### src/rtl/cpu_run_pkg.sv
`default_nettype none
// +----------------------------------------------------------------------+
// | cpu_run_pkg : shared types for the CPU run sequencer                 |
// | Rev 1.0                                                              |
// +----------------------------------------------------------------------+
package cpu_run_pkg;

  typedef enum logic [2:0] {
    S_IDLE    = 3'd0,
    S_RESET   = 3'd1,
    S_WARMUP  = 3'd2,
    S_RUN     = 3'd3,
    S_RUNDOWN = 3'd4,
    S_DONE    = 3'd5
  } state_e;

  typedef enum logic [1:0] {
    ST_NONE    = 2'd0,
    ST_HALT    = 2'd1,
    ST_TIMEOUT = 2'd2,
    ST_ABORT   = 2'd3
  } status_e;

  function automatic int unsigned max3(input int unsigned a, input int unsigned b,
                                       input int unsigned c);
    int unsigned m;
    m = (a > b) ? a : b;
    return (m > c) ? m : c;
  endfunction

endpackage
`default_nettype wire

### src/rtl/seq_phase_timer.sv
`default_nettype none
// +----------------------------------------------------------------------+
// | seq_phase_timer : loadable down-counter, Expire when count is zero   |
// | Rev 1.0                                                              |
// +----------------------------------------------------------------------+
module seq_phase_timer #(
  parameter int unsigned W = 4
) (
  input  logic         clk,
  input  logic         sync_rst,
  input  logic         load_i,
  input  logic [W-1:0] load_val_i,
  input  logic         en_i,
  output logic         expire_o
);

  logic [W-1:0] cnt_q;

  always_ff @(posedge clk) begin
    if (sync_rst) begin
      cnt_q <= '0;
    end else if (load_i) begin
      cnt_q <= load_val_i;
    end else if (en_i && (cnt_q != '0)) begin
      cnt_q <= cnt_q - W'(1);
    end
  end

  assign expire_o = (cnt_q == '0);

endmodule
`default_nettype wire

### src/rtl/cpu_run_sequencer.sv
`default_nettype none
// +----------------------------------------------------------------------+
// | cpu_run_sequencer : reset / warm-up / run / rundown control of core  |
// | Rev 1.0                                                              |
// +----------------------------------------------------------------------+
module cpu_run_sequencer
  import cpu_run_pkg::*;
#(
  parameter int unsigned RSTCYCLES = 4,
  parameter int unsigned WARMUP    = 3,
  parameter int unsigned RUNDOWN   = 8,
  parameter int unsigned CNTW      = 32,
  parameter int unsigned WCW       = 16
) (
  input  logic            clk,
  input  logic            sync_rst,
  input  logic            Start,
  input  logic            Abort,
  input  logic [CNTW-1:0] CycleLimit,
  input  logic            HaltIn,
  input  logic            RegWriteEn,
  output logic            CoreSyncRst,
  output logic            CoreClkEn,
  output logic            CoreSystemEn,
  output logic            Busy,
  output logic            Done,
  output logic [1:0]      Status,
  output logic [CNTW-1:0] RunCycles,
  output logic [WCW-1:0]  WriteCount
);

  localparam int unsigned c_TW = $clog2(max3(RSTCYCLES, WARMUP, RUNDOWN) + 1);
  // Timer counts N-1 down to 0 so that a phase lasts exactly N cycles.
  localparam logic [c_TW-1:0] c_RST_LOAD  = c_TW'(RSTCYCLES - 1);
  localparam logic [c_TW-1:0] c_WARM_LOAD = c_TW'(WARMUP - 1);
  localparam logic [c_TW-1:0] c_RD_LOAD   = c_TW'(RUNDOWN - 1);

  state_e            state_q, state_d;
  status_e           status_q, status_d;
  logic [CNTW-1:0]   limit_q;
  logic [CNTW-1:0]   run_cycles_q;
  logic [WCW-1:0]    write_count_q;
  logic              core_rst_q, clk_en_q, sys_en_q, busy_q, done_q;
  logic              start_acc;
  logic              tmr_load;
  logic [c_TW-1:0]   tmr_val;
  logic              tmr_expire;

  seq_phase_timer #(
    .W (c_TW)
  ) u_phase_timer (
    .clk        (clk),
    .sync_rst   (sync_rst),
    .load_i     (tmr_load),
    .load_val_i (tmr_val),
    .en_i       (busy_q),
    .expire_o   (tmr_expire)
  );

  always_comb begin
    state_d   = state_q;
    status_d  = status_q;
    start_acc = 1'b0;
    tmr_load  = 1'b0;
    tmr_val   = '0;
    case (state_q)
      S_IDLE: begin
        if (Start && !Abort) begin
          state_d   = S_RESET;
          status_d  = ST_NONE;
          start_acc = 1'b1;
          tmr_load  = 1'b1;
          tmr_val   = c_RST_LOAD;
        end
      end
      S_RESET: begin
        if (Abort) begin
          state_d  = S_DONE;
          status_d = ST_ABORT;
        end else if (tmr_expire) begin
          state_d  = S_WARMUP;
          tmr_load = 1'b1;
          tmr_val  = c_WARM_LOAD;
        end
      end
      S_WARMUP: begin
        if (Abort) begin
          state_d  = S_DONE;
          status_d = ST_ABORT;
        end else if (tmr_expire) begin
          state_d = S_RUN;
        end
      end
      S_RUN: begin
        // The count including this cycle is compared, so the exit cycle is counted.
        if (Abort || HaltIn ||
            ((limit_q != '0) && ((run_cycles_q + CNTW'(1)) == limit_q))) begin
          state_d  = S_RUNDOWN;
          tmr_load = 1'b1;
          tmr_val  = c_RD_LOAD;
          if (Abort) begin
            status_d = ST_ABORT;
          end else if (HaltIn) begin
            status_d = ST_HALT;
          end else begin
            status_d = ST_TIMEOUT;
          end
        end
      end
      S_RUNDOWN: begin
        if (tmr_expire) begin
          state_d = S_DONE;
        end
      end
      S_DONE: begin
        state_d = S_IDLE;
      end
      default: begin
        state_d = S_IDLE;
      end
    endcase
  end

  // Outputs are registered from the next state so they align with state_q.
  always_ff @(posedge clk) begin
    if (sync_rst) begin
      state_q       <= S_IDLE;
      status_q      <= ST_NONE;
      limit_q       <= '0;
      run_cycles_q  <= '0;
      write_count_q <= '0;
      core_rst_q    <= 1'b0;
      clk_en_q      <= 1'b0;
      sys_en_q      <= 1'b0;
      busy_q        <= 1'b0;
      done_q        <= 1'b0;
    end else begin
      state_q    <= state_d;
      status_q   <= status_d;
      core_rst_q <= (state_d == S_RESET);
      clk_en_q   <= (state_d == S_RESET) || (state_d == S_WARMUP) ||
                    (state_d == S_RUN)   || (state_d == S_RUNDOWN);
      sys_en_q   <= (state_d == S_RUN);
      busy_q     <= (state_d != S_IDLE);
      done_q     <= (state_d == S_DONE);
      if (start_acc) begin
        limit_q       <= CycleLimit;
        run_cycles_q  <= '0;
        write_count_q <= '0;
      end else begin
        if ((state_q == S_RUN) && !(&run_cycles_q)) begin
          run_cycles_q <= run_cycles_q + CNTW'(1);
        end
        if (((state_q == S_RUN) || (state_q == S_RUNDOWN)) && RegWriteEn &&
            !(&write_count_q)) begin
          write_count_q <= write_count_q + WCW'(1);
        end
      end
    end
  end

  assign CoreSyncRst  = core_rst_q;
  assign CoreClkEn    = clk_en_q;
  assign CoreSystemEn = sys_en_q;
  assign Busy         = busy_q;
  assign Done         = done_q;
  assign Status       = status_q;
  assign RunCycles    = run_cycles_q;
  assign WriteCount   = write_count_q;

endmodule
`default_nettype wire

### config.mk
export PLATFORM = sky130hd
export DESIGN_NAME = cpu_run_sequencer
export DESIGN_NICKNAME = d
export VERILOG_FILES = /design/src/rtl/cpu_run_pkg.sv /design/src/rtl/seq_phase_timer.sv /design/src/rtl/cpu_run_sequencer.sv
export SDC_FILE = /design/constraint.sdc
export NUM_CORES = 1
export LEC_CHECK = 0
export BUFFER_PORTS_ARGS = -buffer_cell sky130_fd_sc_hd__buf_4
export CAP_MARGIN = 20
export CORE_MARGIN = 3
export CORE_UTILIZATION = 50
export CTS_BUF_LIST = sky130_fd_sc_hd__clkbuf_16
export CTS_CLUSTER_SIZE = 28
export DETAILED_ROUTE_END_ITERATION = 8
export PLACE_DENSITY = 0.73
export SKIP_CTS_REPAIR_TIMING = 1
export SLEW_MARGIN = 20
export SYNTH_ARGS = -nofsm -noshare
export SYNTH_HDL_FRONTEND = slang
export SYNTH_SLANG_ARGS = --single-unit
### constraint.sdc
create_clock -name clk -period 8 [get_ports clk]
set_clock_uncertainty 0.2 [all_clocks]
set_input_delay 0.8 -clock clk [delete_from_list [all_inputs] [get_ports clk]]
set_output_delay 0.8 -clock clk [all_outputs]
set_load 0.005 [all_outputs]
==> summary.md, run 1 <==
| Metric | Value |
|---|---|
| Number of global-route vias before repair | `approximately 4400` |
| Crit Reg-Reg Startpoint | `RunCycles[0]$_SDFFE_PP0P_` |
| Synthesized instance count | `~630` |
| Most used cell, CP | `nand4_1` |
| Drt via density | `approximately 5.5` |
| Crit Path Class | `register to register` |
| Share of layout cells above drive strength 1 | `17.5%` |
| Buffer depth of the longest clock path | `2` |
| Synth unique cells | `between 50 and 60` |
| Pre-Repair DR Iteration Count | `5` |
| Worst hold path type | `register to register` |
| Crit. Startpoint | `RunCycles[0]$_SDFFE_PP0P_` |
| Main area contributors after synthesis | `dfxtp_1, xor2_1, nand2_1, xnor2_1, a21oi_1` |
| Pin count of the biggest net entering global routing | `between 50 and 60` |
| GRT Overall Usage | `between 20% and 30%` |
| Io pins | `just over 90` |
| Die Width | `106 µm` |
| First-pass GRT wire length | `between 20 and 25 mm` |
| WP buf/inv | `0` |
| Cell area power density | `between 150 and 200 nW/µm²` |
| TritonCTS Buffers | `9` |
| Startpoint types | `register` |
| Hold endpoint | `limit_q[26]$_SDFFE_PP0P_` |
| R2R Path End | `Status[1]$_SDFFE_PP0P_` |
| Post-synth EDFFs | `0` |
| Worst Hold Launch | `limit_q[26]$_SDFFE_PP0P_` |
| Tcrit/Tclk final | `between 40% and 50%` |
| Half-perimeter wire length after placement | `9.49 mm` |
| Yosys reg bits | `94` |
| Leakage power | `0.00231 µW` |
| Cells along the critical path | `ha_1 -> nand3_1 -> nor3_1 -> nand4_1 -> xnor2_1 -> nor4_1 -> nand4_1 -> nor4_4 -> o21ai_1 -> a2111oi_2` |
| Critical Path Fanout Max | `8` |
| IR drop worst, VDD | `between 90 and 100 µV` |
| CP Capture Type | `register` |
| Clock transition at the registers of the reported paths | `0.07 ns` |
| RSZ-0062 raised after global routing | `no` |
| Critical Path RT | `8.04 ns` |
| Crit path DAT | `between 3 and 4 ns` |
| Peak per-stage delay on the critical path | `around 0.50 ns` |
| Fin worst setup slack | `4.36 ns` |
| R2r setup slk | `~4.4 ns` |
| Filler cell count | `859` |
| Top-count cell post-synth | `nand2_1` |
| CP delay by family, top | `simple AND/OR/NAND/NOR gates` |
| Max-cap violations | `0` |
| Worst slew pin tran | `between 1 and 1.5 ns` |
| Hold Crit Depth | `2` |
| Ys Warns | `0` |
| Post-Syn Nets | `approximately 670` |
| Multi-input logic area | `about 3000 µm²` |
| Root Buffer | `clkbuf_16` |
| Core area | `about 9500 µm²` |
| CTS tree | `yes` |
| Slew Limit Fails | `0` |
| Top_reg_cell synth | `dfxtp_1` |
| Post-synthesis sequential area ratio | `a little under two fifths` |
| Place WS | `about 4.4 ns` |
| Slowest cell on crit path | `dfxtp_1` |
| # rows | `35` |
| Path depth of the worst reg2reg path | `10` |
| Net count, final | `roughly 750` |
| Gr ovfl total | `0` |
| Fin. Hold Viols | `0` |
| Setup tns final | `0 ns` |
| RePlAce Congestion | `~0.93` |
| Height of the die | `between 100 and 150 µm` |
| DRT iter0 DRCs | `255` |
| Wire per inst | `~15 µm` |
| DRT Wirelength | `roughly 13 mm` |
| Die area | `11200 µm²` |
| Clock Latency Late Sink | `roughly 0.34 ns` |
| Port bufs | `between 90 and 100` |
| Initial antenna violation count | `0` |
| Max_slew headroom | `between 20% and 30%` |
| FF/Latch Area | `around 1900 µm²` |
| Status | `completed` |
| Post-synth top area share | `between 30% and 40%` |
| Antenna Nets Post-Route | `0` |
| Syn Std Cell Area | `4990 µm²` |
| Number of diodes | `0` |
| Fmax | `275 MHz` |
| Cell taking the most area after synthesis | `dfxtp_1` |
| Clock Sink Count | `94` |
| Final setup vio count | `0` |
| Area growth, synth to finish | `20.8%` |
| DRC Markers | `0` |
| Htree depth | `3` |
| Min Tclk post-route | `between 3 and 4 ns` |
| Initial Utilization | `a little over half` |
| Post-Synthesis Mean Instance Area | `roughly 7.9 µm²` |
| Asr flop ratio synth | `0%` |
| Synth cell count leaders | `nand2_1, dfxtp_1, nor2_1` |
| DR vias | `between 4000 and 5000` |
| Levels on crit path | `10` |
[metrics by stage]
step | utilization (%) | instance area [µm²] | power [µW] | hold slack (ns) | instances
2_1_floorplan | - | 4990 | 622 | 0.260 | 633
3_3_place_gp | 60.6 | 5730 | 671 | 0.276 | 826
3_5_place_dp | 60.6 | 5730 | 675 | 0.278 | 826
4_1_cts | 63.7 | 6020 | 1090 | 0.289 | 842
5_1_grt | 63.7 | 6020 | 1130 | 0.309 | 842
6_report | 63.7 | 6020 | 1080 | 0.288 | 842
[how the worst max path moves through the flow]
stage / end / slack (ns)
5_1_grt: Status[1]$_SDFFE_PP0P_ / 4.07
2_1_floorplan: Status[1]$_SDFFE_PP0P_ / 4.93
3_3_place_gp: Status[1]$_SDFFE_PP0P_ / 4.63
4_1_cts: Status[1]$_SDFFE_PP0P_ / 4.38
3_5_place_dp: Status[1]$_SDFFE_PP0P_ / 4.41
6_report: Status[1]$_SDFFE_PP0P_ / 4.36
[kinds of logic after synthesis]
group | after synthesis | share of synthesized area, %
simple gates | 311 | 31.2
xor+xnor | 85 | 14.9
buf+inv | 37 | 3.06
compound gates | 99 | 11.5
fa+ha+maj | 3 | 0.753
flops | 94 | 37.7
mux | 4 | 0.853
[state kept, by name (all words and copies together), names as in the netlist]
signal / flops
CoreClkEn: 1
Status: 2
Done: 1
CoreSyncRst: 1
WriteCount: 16
state_q: 3
CoreSystemEn: 1
RunCycles: 32
limit_q: 32
u_phase_timer.cnt_q: 4
Busy: 1
[layout by cell type, fill, tap and decap left out, types with 2 or more instances in the layout]
master	instances
inv_1	6
nor3_1	18
or2_2	2
mux2i_1	2
nor3b_1	4
nor4b_1	2
inv_8	2
nor2b_1	8
xor2_1	46
nand4_1	19
nand3b_1	2
o211ai_1	2
nor2_1	69
ha_1	3
clkbuf_16	9
dfxtp_1	94
and4_1	7
and2_1	9
a211oi_1	2
and3_1	7
xnor2_1	39
o21ai_0	19
nand2b_1	3
a21oi_1	53
or3_1	9
nor4_1	15
mux2_2	2
o21ai_1	4
nand3_1	20
buf_4	95
a31oi_1	5
nand2_1	103
or4_1	2
clkinv_4	4
[final cells by class]
class,instances,share of cell area [%]
clock inverter,7,1.10
tap,129,2.68
clock buffer,9,3.74
sequential,94,31.2
multi-input combinational,502,49.0
inverter,6,0.374
timing repair buffer,95,11.8
[where the power goes]
part	internal [µW]	total (µW)	switching, µW
Sequential	488	512	24.0
Combinational	68.1	153	84.5
Clock	219	419	201
[tightest hold or removal path, cell delays in order (launching register included)]
cell and delay (ns):
dfxtp_1 0.33, nand2_1 0.06, a21oi_1 0.05
[metal layers]
metal | share of wire, % | GRT usage, % | routed length, µm
met1 | 44 | 29.6 | 5670
met2 | 47 | 38.7 | 6050
met3 | 6.3 | 5.02 | 806
met4 | 2.6 | 8.79 | 332
met5 | 0 | 0 | 0
Note: power is estimated with default switching activity, not from simulation.
==> inputs of run 2 (changes only) <==
--- a/config.mk
+++ b/config.mk
@@ -12,7 +12,7 @@
 export CTS_BUF_LIST = sky130_fd_sc_hd__clkbuf_16
 export CTS_CLUSTER_SIZE = 28
 export DETAILED_ROUTE_END_ITERATION = 8
-export PLACE_DENSITY = 0.73
+export PLACE_DENSITY = 0.76
 export SKIP_CTS_REPAIR_TIMING = 1
 export SLEW_MARGIN = 20
 export SYNTH_ARGS = -nofsm -noshare
==> constraint.sdc (replaced) <==
create_clock -name clk -period 3.2 [get_ports clk]
set_clock_uncertainty 0.2 [all_clocks]
set_input_delay 0.32 -clock clk [delete_from_list [all_inputs] [get_ports clk]]
set_output_delay 0.32 -clock clk [all_outputs]
set_load 0.005 [all_outputs]
==> run 2 against run 1 <==
Sequential cell count unchanged. Register-to-register slack lost 4.3 ns. Setup slack lost 4.3 ns.
==> summary.md, run 2 (synthesized netlist as in run 1, its figures left out) <==
| Metric | Value |
|---|---|
| Filler cell count | `838 (-2.4%)` |
| Switching pwr | `758 µW (+150%)` |
| Clock Sink Count | `94 (unchanged)` |
| Switching Fraction | `28.2% (-0.35 points)` |
| DR vias | `4885 (+4.9%)` |
| IR drop worst, VDD | `272 µV (+190%)` |
| Startpoint types | `register` |
| Slew Limit Fails | `0 (unchanged)` |
| RePlAce Congestion | `0.960 (+3.6%)` |
| Min Tclk post-route | `3.15 ns (-0.492 ns)` |
| Most frequent cells in the layout | `buf_4, nand2_1, dfxtp_1, nor2_1, a21oi_1` |
| Share of layout cells above drive strength 1 | `23.0% (+5.5 points)` |
| Hold Crit Depth | `3 (+1)` |
| Tcrit/Tclk final | `98.4% (+53 points)` |
| Max-cap violations | `0 (unchanged)` |
| Fin worst setup slack | `0.0523 ns (-4.31 ns)` |
| Clock power frac | `37.4% (-1.3 points)` |
| Max_slew headroom | `26.5% (+1.7 points)` |
| Commonest non-fill, non-tap cell in the layout | `buf_4` |
| Place WS | `0.00529 ns (-4.40 ns)` |
| Buffer depth of the longest clock path | `2 (unchanged)` |
| Setup tns final | `0 ns (unchanged)` |
| DRT Wirelength | `14.1 mm (+10%)` |
| Clock transition at the registers of the reported paths | `0.07 ns (about the same)` |
| Critical Path Fanout Max | `7 (-1)` |
| Leakage power | `0.00250 µW (+8.3%)` |
| Initial Utilization | `52.7% (unchanged)` |
| Fmax | `318 MHz (+16%)` |
| Area growth, synth to finish | `26.9%` |
| Crit Path Class | `register to register` |
| Antenna Nets Post-Route | `0 (unchanged)` |
| Core area | `9460 µm² (unchanged)` |
| Die Width | `106 µm (unchanged)` |
| Cell area power density | `425 nW/µm² (+140%)` |
| Port bufs | `92 (unchanged)` |
| Worst slew pin tran | `1.09 ns (-0.0251 ns)` |
| Htree depth | `3 (unchanged)` |
| Io pins | `93 (unchanged)` |
| Drt via density | `5.55 (+0.39%)` |
| Layout Cells excl Fill | `880 (+4.5%)` |
| Placed Cells incl. Taps | `863 (+4.5%)` |
| Number of global-route vias before repair | `4777 (+8.8%)` |
| FF/Latch Area | `1890 µm² (+0.33%)` |
| Net count, final | `787 (+5.1%)` |
| First-pass GRT wire length | `23.3 mm (+9.0%)` |
| Final setup vio count | `0 (unchanged)` |
| Area after DPL | `6010 µm² (+4.8%)` |
| Status | `completed` |
| Multi-input logic area | `2980 µm² (+0.85%)` |
| Gr ovfl total | `0 (unchanged)` |
| Critical Path RT | `3.22 ns (-4.82 ns)` |
| DRC Markers | `0 (unchanged)` |
| Pin count of the biggest net entering global routing | `45 (-12%)` |
| Die area | `11200 µm² (unchanged)` |
| Clock Latency Late Sink | `0.34 ns (about the same)` |
| Fin. Hold Viols | `0 (unchanged)` |
| GRT Overall Usage | `25.4% (+2.1 points)` |
| Number of diodes | `0 (unchanged)` |
| CP Capture Type | `register` |
| Root Buffer | `clkbuf_16` |
| # rows | `35 (unchanged)` |
| Combinational Power Share | `15.2% (+1.1 points)` |
| R2r setup slk | `0.05 ns (-4.31 ns)` |
| Post-route cell area | `6330 µm² (+5.0%)` |
| Half-perimeter wire length after placement | `10.6 mm (+12%)` |
| Register share of total power | `47.4% (+0.2 points)` |
| Worst hold path type | `input port to register` |
| TritonCTS Buffers | `9 (unchanged)` |
| Pre-Repair DR Iteration Count | `5 (unchanged)` |
| Crit path DAT | `3.17 ns (-0.51 ns)` |
| CTS tree | `yes` |
| RSZ-0062 raised after global routing | `yes` |
| Int Pwr | `1930 µW (+150%)` |
| Height of the die | `106 µm (unchanged)` |
| DRT iter0 DRCs | `276 (+8.2%)` |
| Initial antenna violation count | `0 (unchanged)` |
| Path depth of the worst reg2reg path | `10 (unchanged)` |
| Wire per inst | `16.1 µm (+5.2%)` |
-- run 2: changes by cell type in the layout (fill, tap and decap cells not counted), sizes merged --
| cell | previous run | this run |
|---|---|---|
| clkinv | 4 | 3 |
| clkinvlp | 0 | 1 |
| buf | 95 | 133 |
-- run 2: worst paths after layout --
kind	startpoint	end
hold / removal	CycleLimit[14]	limit_q[14]$_SDFFE_PP0P_
hold reg to reg	limit_q[10]$_SDFFE_PP0P_	limit_q[10]$_SDFFE_PP0P_
setup reg to reg	RunCycles[0]$_SDFFE_PP0P_	u_phase_timer.cnt_q[3]$_SDFFE_PP0P_
setup / recovery	RunCycles[0]$_SDFFE_PP0P_	u_phase_timer.cnt_q[3]$_SDFFE_PP0P_
-- run 2: through the flow --
stage          utilization, %  total power, µW  hold WS [ns]
6_report                 66.9             2690        0.0209
4_1_cts                  66.4             2700        0.0202
3_3_place_gp             63.5             1700         0.275
3_5_place_dp             63.5             1700         0.279
2_1_floorplan               -             1550         0.256
5_1_grt                  66.9             2800        0.0240
-- run 2: final cells by class --
cell class | instances | area share [%]
sequential | 94 | 29.8
multi-input combinational | 502 | 47.1
clock buffer | 9 | 3.56
inverter | 6 | 0.356
tap | 129 | 2.55
clock inverter | 7 | 0.752
timing repair buffer | 133 | 15.8
-- run 2: per-layer routing --
layer / global-route usage [%] / part of all wire (%) / vias up
met5: 0 / 0 / -
met4: 7.59 / 1.8 / 0
met1: 31.9 / 43 / 2296
met3: 4.53 / 6.1 / 24
li1: - / - / 2409
met2: 44.2 / 49 / 156
-- run 2: worst max-delay path, cell delays in order, from the launching register on --
cell and delay [ns]:
dfxtp_2 0.34, buf_6 0.12, nand4_1 0.15, or4_4 0.56, or4b_1 0.49, o211ai_1 0.10, a21o_1 0.15, nand3_2 0.08
nor4_4 0.40, o21ai_1 0.25, nor3b_1 0.20
-- run 2: power by group through the flow --
stage,Clock [µW],Sequential [µW],Combinational (µW)
floorplan,0,1280,272
global placement,0,1300,398
detailed placement,0,1300,405
CTS,1020,1270,407
global route,1060,1280,457
finish,1010,1270,409
==> inputs of run 3 (changes only) <==
--- a/config.mk
+++ b/config.mk
@@ -12,7 +12,7 @@
 export CTS_BUF_LIST = sky130_fd_sc_hd__clkbuf_16
 export CTS_CLUSTER_SIZE = 28
 export DETAILED_ROUTE_END_ITERATION = 8
-export PLACE_DENSITY = 0.76
+export PLACE_DENSITY = 0.86
 export SKIP_CTS_REPAIR_TIMING = 1
 export SLEW_MARGIN = 20
 export SYNTH_ARGS = -nofsm -noshare
==> run 3 against run 2 <==
Cell area grew 0.22%. Critical endpoint is now Status[1]$_SDFFE_PP0P_. Global-route usage shrank 0.52 points. Worst hold slack about the same. Largest power group unchanged.
==> summary.md, run 3 (synthesized netlist as in run 1, its figures left out) <==
| Metric | Value |
|---|---|
| Buffer depth of the longest clock path | `2 (unchanged)` |
| Htree depth | `3 (unchanged)` |
| Fin Hold WS | `0.0212 ns (+0.000347 ns)` |
| Filler cell count | `805 (-3.9%)` |
| Post-route cell area | `6340 µm² (+0.22%)` |
| DRT iter0 DRCs | `243 (-12%)` |
| Critical Path Fanout Max | `6 (-1)` |
| Worst hold path type | `input port to register` |
| Combinational Power Share | `14.1% (-1.1 points)` |
| Initial Utilization | `52.7% (unchanged)` |
| Half-perimeter wire length after placement | `10.3 mm (-3.4%)` |
| Gr ovfl total | `0 (unchanged)` |
| Switching pwr | `747 µW (-1.4%)` |
| Slew Limit Fails | `0 (unchanged)` |
| IR drop worst, VDD | `260 µV (-4.3%)` |
| First-pass GRT wire length | `22.8 mm (-2.1%)` |
| Wire per inst | `15.6 µm (-3.1%)` |
| Drt via density | `5.53 (-0.45%)` |
| Die Width | `106 µm (unchanged)` |
| Net count, final | `779 (-1.0%)` |
| Clock Sink Count | `94 (unchanged)` |
| Crit Reg-Reg Startpoint | `RunCycles[13]$_SDFFE_PP0P_` |
| Cell area power density | `446 nW/µm² (+4.9%)` |
| Core area | `9460 µm² (unchanged)` |
| Final Util | `67.0% (+0.15 points)` |
| WP buf/inv | `0 (-1)` |
| Antenna Nets Post-Route | `0 (unchanged)` |
| Placed Cells incl. Taps | `855 (-0.93%)` |
| Crit Path Class | `register to register` |
| Number of global-route vias before repair | `4820 (+0.90%)` |
| Area after DPL | `5950 µm² (-1.0%)` |
| Worst slew pin tran | `0.910 ns (-0.182 ns)` |
| Io pins | `93 (unchanged)` |
| Clock transition at the registers of the reported paths | `0.07 ns (about the same)` |
| Clock power frac | `40.8% (+3.4 points)` |
| R2r setup slk | `0.11 ns (+0.05 ns)` |
| RSZ-0062 raised after global routing | `yes` |
| Area growth, synth to finish | `27.2%` |
| Most frequent cells in the layout | `buf_4, nand2_1, dfxtp_1, nor2_1, a21oi_1` |
| Startpoint types | `register` |
| Max-cap violations | `0 (unchanged)` |
| Layout Cells excl Fill | `872 (-0.91%)` |
| CP Capture Type | `register` |
| CP delay by family, top | `simple AND/OR/NAND/NOR gates` |
| Int Pwr | `2080 µW (+7.7%)` |
| Share of layout cells above drive strength 1 | `22.9% (-0.16 points)` |
| Tcrit/Tclk final | `96.6% (-1.7 points)` |
| Initial antenna violation count | `0 (unchanged)` |
| Die area | `11200 µm² (unchanged)` |
| Register share of total power | `45.1% (-2.3 points)` |
| Pin count of the biggest net entering global routing | `51 (+13%)` |
| Height of the die | `106 µm (unchanged)` |
| Hold Crit Depth | `3 (unchanged)` |
| Root Buffer | `clkbuf_16` |
| Pre-Repair DR Iteration Count | `5 (unchanged)` |
| TritonCTS Buffers | `9 (unchanged)` |
| Min Tclk post-route | `3.09 ns (-0.0550 ns)` |
| DRC Markers | `0 (unchanged)` |
| Fmax | `323 MHz (+1.8%)` |
| Hold endpoint | `limit_q[29]$_SDFFE_PP0P_` |
| Worst Hold Launch | `CycleLimit[29]` |
| GRT Overall Usage | `24.8% (-0.52 points)` |
| Peak per-stage delay on the critical path | `0.60 ns (+0.04 ns)` |
| Switching Fraction | `26.4% (-1.8 points)` |
| R2R Path End | `Status[1]$_SDFFE_PP0P_` |
| Status | `completed` |
| Path depth of the worst reg2reg path | `9 (-1)` |
| Place WS | `-0.00465 ns (-0.00994 ns)` |
| Fin. Hold Viols | `0 (unchanged)` |
| Cells along the critical path | `nand4_1 -> or4_4 -> or4b_1 -> o211ai_1 -> a21o_1 -> nand3_2 -> nor4_4 -> o21ai_2 -> a2111oi_2` |
| Critical Path RT | `3.25 ns (+0.03 ns)` |
| # rows | `35 (unchanged)` |
| Slowest cell on crit path | `or4_4` |
| Leakage power | `0.00250 µW (-0.11%)` |
| Fin worst setup slack | `0.107 ns (+0.0550 ns)` |
| Port bufs | `92 (unchanged)` |
| Final setup vio count | `0 (unchanged)` |
| Crit path DAT | `3.14 ns (-0.03 ns)` |
| DRT Wirelength | `13.6 mm (-4.0%)` |
| Clock Latency Late Sink | `0.34 ns (about the same)` |
| RePlAce Congestion | `0.925 (-3.6%)` |
| CTS tree | `yes` |
| Number of diodes | `0 (unchanged)` |
| Max_slew headroom | `38.8% (+12 points)` |
| Commonest non-fill, non-tap cell in the layout | `buf_4` |
| DR vias | `4819 (-1.4%)` |
-- run 3: cell count changes in the layout (fill, tap and decap cells not counted), moves of 2 or more --
cell       change
clkinv_2       -2
nor4_2         -2
dfxtp_1        -5
dfxtp_2        +2
bufinv_16      +2
buf_4          -8
dfxtp_4        +3
-- run 3: worst min-delay path, stage by stage --
cell     delay (ns)
buf_4          0.11
nand2_1        0.05
a21oi_1        0.05
-- run 3: worst max path at each step --
stage	to	from	depth (start not counted)
detailed placement	Status[1]$_SDFFE_PP0P_	RunCycles[11]$_SDFFE_PP0P_	9
CTS	Status[1]$_SDFFE_PP0P_	RunCycles[11]$_SDFFE_PP0P_	9
global placement	Status[1]$_SDFFE_PP0P_	RunCycles[16]$_SDFFE_PP0P_	9
global route	Status[1]$_SDFFE_PP0P_	RunCycles[0]$_SDFFE_PP0P_	11
floorplan	Status[1]$_SDFFE_PP0P_	RunCycles[0]$_SDFFE_PP0P_	10
finish	Status[1]$_SDFFE_PP0P_	RunCycles[13]$_SDFFE_PP0P_	9
-- run 3: final cells by class --
cell class | count | area, µm² | share of cell area, %
clock inverter | 7 | 96.3 | 1.52
inverter | 6 | 22.5 | 0.355
timing repair buffer | 125 | 942 | 14.9
tap | 129 | 161 | 2.55
multi-input combinational | 502 | 2990 | 47.2
sequential | 94 | 1900 | 30.0
clock buffer | 9 | 225 | 3.55
-- run 3: power groups by stage --
| stage | clock network (µW) | registers, µW | logic, µW |
|---|---|---|---|
| after floorplan | 0 | 1280 | 272 |
| after global placement | 0 | 1300 | 380 |
| after detailed placement | 0 | 1300 | 392 |
| after CTS | 1170 | 1280 | 396 |
| after global routing | 1210 | 1280 | 441 |
| final | 1150 | 1280 | 399 |
-- run 3: per-stage QoR --
stage,power [µW],TNS (ns)
2_1_floorplan,1550,0
3_3_place_gp,1680,0
3_5_place_dp,1700,-0.00465
4_1_cts,2840,-0.0185
5_1_grt,2940,-0.0132
6_report,2830,0
-- run 3: layer usage --
metal  track usage (%)  up-vias  wire, µm
met5                 0        -         0
met4              10.3        0       367
met3              4.96       34       779
met2              43.4      151      6640
met1              29.6     2236      5790
li1                  -     2398         -
